**src/rtl/noc_buf_pkg.sv**
```systemverilog
// Shared NoC buffer constants and receive-FSM state encoding.
package noc_buf_pkg;
    localparam int FLIT_W  = 20;
    localparam int PKT_LEN = 30;
    localparam int ADDR_W  = 5;

    typedef enum logic [1:0] {
        IDLE = 2'd0,
        RECV = 2'd1,
        DONE = 2'd2
    } state_t;
endpackage

```
**src/rtl/datain_buf_ram.sv**
```systemverilog
// Packet storage: one write port, one registered read-first read port.
// The array itself is never reset; only the read register is.
module datain_buf_ram #(
    parameter int W     = 20,
    parameter int DEPTH = 30,
    parameter int AW    = 5
) (
    input  logic          clk,
    input  logic          rst_n,
    input  logic          i_we,
    input  logic [AW-1:0] i_waddr,
    input  logic [W-1:0]  i_wdata,
    input  logic [AW-1:0] i_raddr,
    output logic [W-1:0]  o_rdata
);
    localparam logic [AW-1:0] LIMIT = AW'(DEPTH);

    logic [W-1:0] r_mem [0:DEPTH-1];
    logic [W-1:0] r_rdata;

    always_ff @(posedge clk) begin
        if (i_we) r_mem[i_waddr] <= i_wdata;
    end

    // Reads see the pre-write contents; out-of-range addresses return zero.
    always_ff @(posedge clk or negedge rst_n) begin
        if (!rst_n)                r_rdata <= '0;
        else if (i_raddr < LIMIT)  r_rdata <= r_mem[i_raddr];
        else                       r_rdata <= '0;
    end

    assign o_rdata = r_rdata;
endmodule

```
**src/rtl/datain_buf.sv**
```systemverilog
// Receive sink: captures one PKT_LEN-flit packet from the NoC for readback.
// Optional running XOR checksum enabled by DATAIN_BUF_CHECKSUM_EN.
module datain_buf #(
    parameter int FLIT_W  = noc_buf_pkg::FLIT_W,
    parameter int PKT_LEN = noc_buf_pkg::PKT_LEN,
    parameter int ADDR_W  = noc_buf_pkg::ADDR_W
) (
    input  logic              clk,
    input  logic              RST,
    input  logic              enable,
    input  logic [FLIT_W-1:0] datain,
    input  logic              in_valid,
    input  logic              clr,
    input  logic [ADDR_W-1:0] rd_addr,
    output logic [FLIT_W-1:0] rd_data,
    output logic [ADDR_W-1:0] rx_count,
    output logic              done,
    output logic              overflow,
    output logic [FLIT_W-1:0] checksum
);
    import noc_buf_pkg::*;

    localparam logic [ADDR_W-1:0] LAST = ADDR_W'(PKT_LEN - 1);

    state_t            r_state, w_state_nxt;
    logic [ADDR_W-1:0] r_wr_addr, r_rx_count;
    logic              r_done, r_overflow;
    logic              w_acc, w_last;

    assign w_acc  = enable && in_valid && (r_state != DONE) && !clr;
    assign w_last = w_acc && (r_rx_count == LAST);

    always_comb begin
        w_state_nxt = r_state;
        if (clr) begin
            w_state_nxt = IDLE;
        end else begin
            case (r_state)
                IDLE, RECV: if (w_acc) w_state_nxt = w_last ? DONE : RECV;
                DONE:       w_state_nxt = DONE;
                default:    w_state_nxt = IDLE;
            endcase
        end
    end

    always_ff @(posedge clk or negedge RST) begin
        if (!RST) r_state <= IDLE;
        else      r_state <= w_state_nxt;
    end

    // Write pointer parks on the last slot so it never leaves the array.
    always_ff @(posedge clk or negedge RST) begin
        if (!RST) begin
            r_wr_addr  <= '0;
            r_rx_count <= '0;
            r_done     <= 1'b0;
            r_overflow <= 1'b0;
        end else if (clr) begin
            r_wr_addr  <= '0;
            r_rx_count <= '0;
            r_done     <= 1'b0;
            r_overflow <= 1'b0;
        end else begin
            if (w_acc) begin
                r_rx_count <= r_rx_count + 1'b1;
                if (!w_last) r_wr_addr <= r_wr_addr + 1'b1;
            end
            if (w_last) r_done <= 1'b1;
            if ((r_state == DONE) && enable && in_valid) r_overflow <= 1'b1;
        end
    end

`ifdef DATAIN_BUF_CHECKSUM_EN
    logic [FLIT_W-1:0] r_checksum;

    always_ff @(posedge clk or negedge RST) begin
        if (!RST)       r_checksum <= '0;
        else if (clr)   r_checksum <= '0;
        else if (w_acc) r_checksum <= r_checksum ^ datain;
    end

    assign checksum = r_checksum;
`else
    assign checksum = '0;
`endif

    datain_buf_ram #(
        .W     (FLIT_W),
        .DEPTH (PKT_LEN),
        .AW    (ADDR_W)
    ) u_ram (
        .clk     (clk),
        .rst_n   (RST),
        .i_we    (w_acc),
        .i_waddr (r_wr_addr),
        .i_wdata (datain),
        .i_raddr (rd_addr),
        .o_rdata (rd_data)
    );

    assign rx_count = r_rx_count;
    assign done     = r_done;
    assign overflow = r_overflow;
endmodule

```
**config.mk**
```make
export PLATFORM = sky130hd
export DESIGN_NAME = datain_buf
export DESIGN_NICKNAME = d
export VERILOG_FILES = /design/src/rtl/noc_buf_pkg.sv /design/src/rtl/datain_buf_ram.sv /design/src/rtl/datain_buf.sv
export SDC_FILE = /design/constraint.sdc
export NUM_CORES = 1
export LEC_CHECK = 0
export ABC_AREA = 1
export CORE_MARGIN = 8
export CORE_UTILIZATION = 56
export CTS_CLUSTER_SIZE = 25
export DETAILED_ROUTE_END_ITERATION = 7
export PLACE_DENSITY = 0.76
export SLEW_MARGIN = 20
export SYNTH_ARGS = -nofsm -noshare
export SYNTH_HDL_FRONTEND = slang
export SYNTH_SLANG_ARGS = --single-unit
```
**constraint.sdc**
```tcl
create_clock -name clk -period 2.25 [get_ports clk]
set_input_delay 0.5625 -clock clk [delete_from_list [all_inputs] [get_ports clk]]
set_output_delay 0.5625 -clock clk [all_outputs]
set_load 0.03 [all_outputs]
```
Word-level counts from Yosys, hierarchy flattened
Memory sizes are Yosys's and may differ from the RTL's.
Cells that the tools add are included.
- output and inout bits: 47
- memories kept: 1
- register bits: 34
- input bits: 30
- memory bits (writable): 600
- word-level logic and storage cells: 45
- memory list (memory ; depth ; bits a word ; rd ports ; clocked after Yosys merged registers in ; write ports ; line ; text):
    u_ram.r_mem ; 30 ; 20 ; 1 ; 0 ; 1 ; datain_buf_ram.sv:18 ; logic [W-1:0] r_mem [0:DEPTH-1];
- equal/unequal tests: 6
- $add $sub $neg: 2
- multiplexer cells: 16
- reductions and logical operators: 13
- $lt $le $gt $ge: 1
- operators by type and width (cell ; number):
    $mux 5 ; 5
    $mux 20 ; 1
    $add 5x1->5 const B ; 2
    $logic_and 1x1->1 ; 6
    $mux 1 ; 6
    $mux 2 ; 3
    $reduce_bool 2->1 ; 3
    $eq 5x5->1 const B ; 1
    $lt 5x5->1 const B ; 1
    $ne 2x2->1 const B ; 2
    $pmux 2 s2 ; 1
    $ne 3x3->1 const B ; 1
    $eq 2x1->1 const B ; 1
    $eq 2x2->1 const B ; 1
    $logic_not 2->1 ; 1
    $reduce_and 2->1 ; 1
    $reduce_or 2->1 ; 1
    $logic_not 1->1 ; 1

Longest topological paths before layout
- depth in word-level cells: 8
- depth in mapped cells: 12
- mapped depth without buffers: 10

Modules after synthesis
A second synthesis with hierarchy kept.
- cell total of the unflattened synthesis: 2682
- area total of the unflattened synthesis: 27674.0 um2
- modules (own cells, without submodules) (module ; cells each ; sequential area each (um2) ; instances ; area an instance (um2)):
    datain_buf_ram ; 2562 ; 18517.8 ; 1 ; 26718.1
    datain_buf ; 120 ; 350.3 ; 1 ; 955.9

Worst setup path after synthesis
No wires, ideal clock.
- path kind: input to register
- start point: in enable
- end point: mem u_ram.r_mem[0][0], enable pin
- stages: 6
- path buffers: 0
- path slack: -271 ps
- required time: 1853 ps
- arrival: 2124 ps
- setup time: 397 ps
- cells stage by stage: nand2_1 > nor2_1 > nand2_1 > inv_1 > nand2_1 > nor2_1
- longest elaborated chain between the ends: 5
- RTL lines (element ; line ; text):
    start, declared ; datain_buf.sv:10 ; input logic enable,
    $logic_and 1x1->1 (3 in a row) ; datain_buf.sv:30 ; assign w_acc = enable && in_valid && (r_state != DONE) && !clr;
    $mux 1 ; datain_buf_ram.sv:22 ; if (i_we) r_mem[i_waddr] <= i_wdata;
    $mux 1 (implied by the code) ; datain_buf_ram.sv:22 ;
    end, declared ; datain_buf_ram.sv:18 ;
No other way between the ends.

Worst setup path after layout
- start point: reg u_ram.r_rdata[0] (netlist: u_ram.o_rdata[0])
- end point: out rd_data[0]
- RTL lines (element ; line ; text):
    start, declared ; datain_buf_ram.sv:19 ; logic [W-1:0] r_rdata;
    start signal, assigned ; datain_buf_ram.sv:28 ; else if (i_raddr < LIMIT) r_rdata <= r_mem[i_raddr];
    end, declared ; datain_buf.sv:15 ; output logic [FLIT_W-1:0] rd_data,
No word-level cell between the ends.

==> results.py <==
metrics = {
    "global_route": {
        "grtUsageMet1_pct": 36.4,
        "grt_pass1_vias": 18512,
        "grtUsageTotal_pct": 26.3,
        "busiest_layer": "met2",
        "met3_usage_pct": 4.60,
        "grt_antenna_before_repair": 3,
        "grt_max_degree": 105,
        "grt_pass1_wl_um": 112000,
        "grt_overflow": 0,
        "met2_usage_pct": 41.5,
    },
    "sta": {
        "hold_slack_ns": 0.365,
        "setup_viol": 0,
        "min_period_ns": 2.21,
        "fin_setup_tns_ns": 0,
        "hold_viol_final": 0,
        "maxSlewViolCount": 0,
        "rsz0062_at_grt": "no",
        "finClkSkew_ns": 0.0148,
        "fin_crit_sh_pct": 98.3,
        "fin_ws_ns": 0.0384,
        "fmax_mhz": 452,
    },
    "place": {
        "pre_cts_ws_ns": -0.310,
        "place_inst": 3380,
        "place.gp.congestion": 0.939,
        "dpl.hpwl_um": 46800,
        "placed_area_um2": 29900,
        "port_buffers": 56,
    },
    "synthesis": {
        "synthCells": 2661,
        "synth_top_area_share_pct": 65.5,
        "netlist_area_um2": 27500,
        "seq_area_frac_synth_pct": 68.6,
        "synth_top_cells_by_area": "edfxtp_1 65%, nand2_1 11%, nand3_1 7.5%",
        "synth.distinct_cells": 26,
        "ys_ff_latch": 634,
        "synth_largest_area_cell": "edfxtp_1",
        "syn_avg_cell_area_um2": 10.3,
        "synth-warning-count": 0,
    },
    "setup_path": {
        "r2r-start": "r_state[1]$_DFFE_PN0P_",
        "slowest_delay_ns": 0.70,
        "cp.required_ns": 1.69,
        "critPathLaunchType": "flip-flop",
        "arrival_ns": 1.65,
        "path_cells": "clkdlybuf4s50_1",
        "cp_max_fo": 1,
        "r2r_slack_ns": 0.25,
        "cp.depth": 1,
        "r2r_end": "u_ram.r_mem[22][19]$_DFFE_PP_",
        "crit_type": "flip-flop to output port",
        "path_buf_inv": 1,
        "critPathTopFamily": "buffers and inverters",
        "critPathLaunch": "u_ram.o_rdata[0]$_DFF_PN0_",
        "reg2reg_depth": 9,
        "endpoint": "rd_data[0]",
        "worst_setup_path_end_kind": "output port",
        "cpMaxStageDelayCell": "clkdlybuf4s50_1",
    },
    "cts": {
        "cts_buffers": 60,
        "cts_root_buf": "clkbuf_16",
        "clk_pin_slew_ns": 0.07,
        "cts_sinks": 634,
        "tritoncts": "done",
        "htreeDepth": 2,
        "cts-hold-fix-buffers": 0,
        "ctsLongestPathBuffers": 3,
        "worstSkewPairLatency_ns": 0.62,
    },
    "cells_and_area": {
        "area_growth_pct": 15.2,
        "layout_commonest_cell": "nand2_1",
        "drive_gt1_share_pct": 9.10,
        "final_util_pct": 65.0,
        "layout_common_cells": "838 x nand2_1, 600 x edfxtp_1, 474 x inv_1",
        "final_area_um2": 31700,
        "nNetsFinal": 2814,
        "fin_cells": 3489,
    },
    "pwr": {
        "peakVddDrop_v": 0.000730,
        "power_mw": 24.5,
        "p_leak_nw": 13.6,
        "powerDensity_nw_per_um2": 774,
    },
    "drt": {
        "viasPerCell": 5.50,
        "drt-wirelength-per-cell_um": 21.5,
        "drtIter0Drc": 2371,
        "num_vias": 19193,
        "dr.pass1.iters": 8,
        "routed_wl_um": 74900,
        "drc_errors": 1,
        "ant_nets": 0,
    },
    "floorplan": {
        "rows": 81,
        "die-area_um2": 56500,
        "io_pins": 77,
        "coreArea_um2": 48700,
        "start_util_pct": 56.4,
        "fp.dieH_um": 238,
        "fp.dieW_um": 238,
    },
    "worst_hold_path": {
        "min_path_type": "primary input to asynchronous set/reset pin",
    },
    "run_status": {
        "status": "finished with violations",
        "violations": "design-rule violations",
    },
    "run": {
        "drv_cap": 0,
    },
}
[registers in the layout, indices dropped and copies added, names as in the netlist]
name / cells
u_ram.r_mem: 600
rx_count: 5
u_ram.o_rdata: 20
r_state: 2
overflow: 1
r_wr_addr: 5
done: 1
[worst register-to-register path, cell delays in order, from the launching register on]
cell     delay (ns)
dfrtp_1        0.41
inv_1          0.07
nor2_1         0.06
nor2_1         0.14
nand2_1        0.11
inv_1          0.15
nand2_1        0.15
buf_4          0.20
nor2_2         0.17
buf_4          0.23
[cells in the mapped netlist]
| cell type | instances |
|---|---|
| a31oi_1 | 1 |
| nand2_1 | 838 |
| xor2_1 | 1 |
| nor2_1 | 81 |
| clkbuf_1 | 21 |
| inv_2 | 2 |
| nand4_1 | 2 |
| conb_1 | 1 |
| buf_6 | 14 |
| a21oi_1 | 16 |
| edfxtp_1 | 600 |
| dfrtp_1 | 34 |
| buf_4 | 31 |
| nand3_1 | 411 |
| o21ai_0 | 29 |
| buf_2 | 80 |
| nor3_1 | 3 |
| buf_8 | 1 |
| o21ai_1 | 1 |
| inv_4 | 1 |
| nor2_4 | 1 |
| buf_1 | 1 |
| a211oi_1 | 1 |
| inv_1 | 474 |
| a21oi_2 | 10 |
| ha_1 | 6 |
[metal layers]
| layer | up-vias | wire length [um] |
|---|---|---|
| met5 | - | 0 |
| met4 | 0 | 2590 |
| met3 | 165 | 8230 |
| met2 | 1105 | 34700 |
| met1 | 9185 | 29300 |
| li1 | 8738 | - |
[final cells by class]
class,count,area [um2]
sequential,634,18900
clock buffer,76,1600
clock inverter,32,230
timing repair buffer,184,2260
antenna,1,2.50
inverter,477,1800
tap,664,831
fill,3598,17000
multi-input combinational,1421,6120
[logic make-up (layout without fill, tap and decap cells)]
logic type,count (synthesis),in the layout,synth area share [%]
buffers and inverters,625,769,9.75
and+or+nand+nor,1336,1336,20.2
AOI/OAI and AO/OA,58,58,1.21
DFF,634,634,68.6
xor gates and xnor gates,1,1,0.0318
other,1,21,0.0136
adders and majority gates,6,6,0.273
[worst min-delay path by stage]
| stage | from | to | slack (ns) | cells after the start |
|---|---|---|---|---|
| 2_1_floorplan | RST | done$_DFFE_PN0P_ | 0.27 | 0 |
| 3_3_place_gp | r_state[0]$_DFFE_PN0P_ | r_state[1]$_DFFE_PN0P_ | 0.46 | 1 |
| 3_5_place_dp | r_state[0]$_DFFE_PN0P_ | r_state[1]$_DFFE_PN0P_ | 0.48 | 1 |
| 4_1_cts | RST | rx_count[3]$_DFFE_PN0P_ | 0.36 | 2 |
| 5_1_grt | RST | rx_count[2]$_DFFE_PN0P_ | 0.40 | 2 |
| 6_report | RST | rx_count[2]$_DFFE_PN0P_ | 0.37 | 2 |
[timing repair]
item | 4_1_cts | 5_1_grt
buffers inserted | 0 | 0
hold endpoints to repair | 0 | 0
gates resized for setup | 25 | 1
setup endpoints to repair | 25 | 1
[where the power goes]
| group | total [mW] | switching (mW) | internal [mW] |
|---|---|---|---|
| combinational | 1.92 | 1.36 | 0.562 |
| sequential | 13.0 | 0.0652 | 13.0 |
| clock | 9.57 | 4.23 | 5.34 |
| total | 24.5 | 5.66 | 18.9 |
Power figures use the tool's default switching activity.
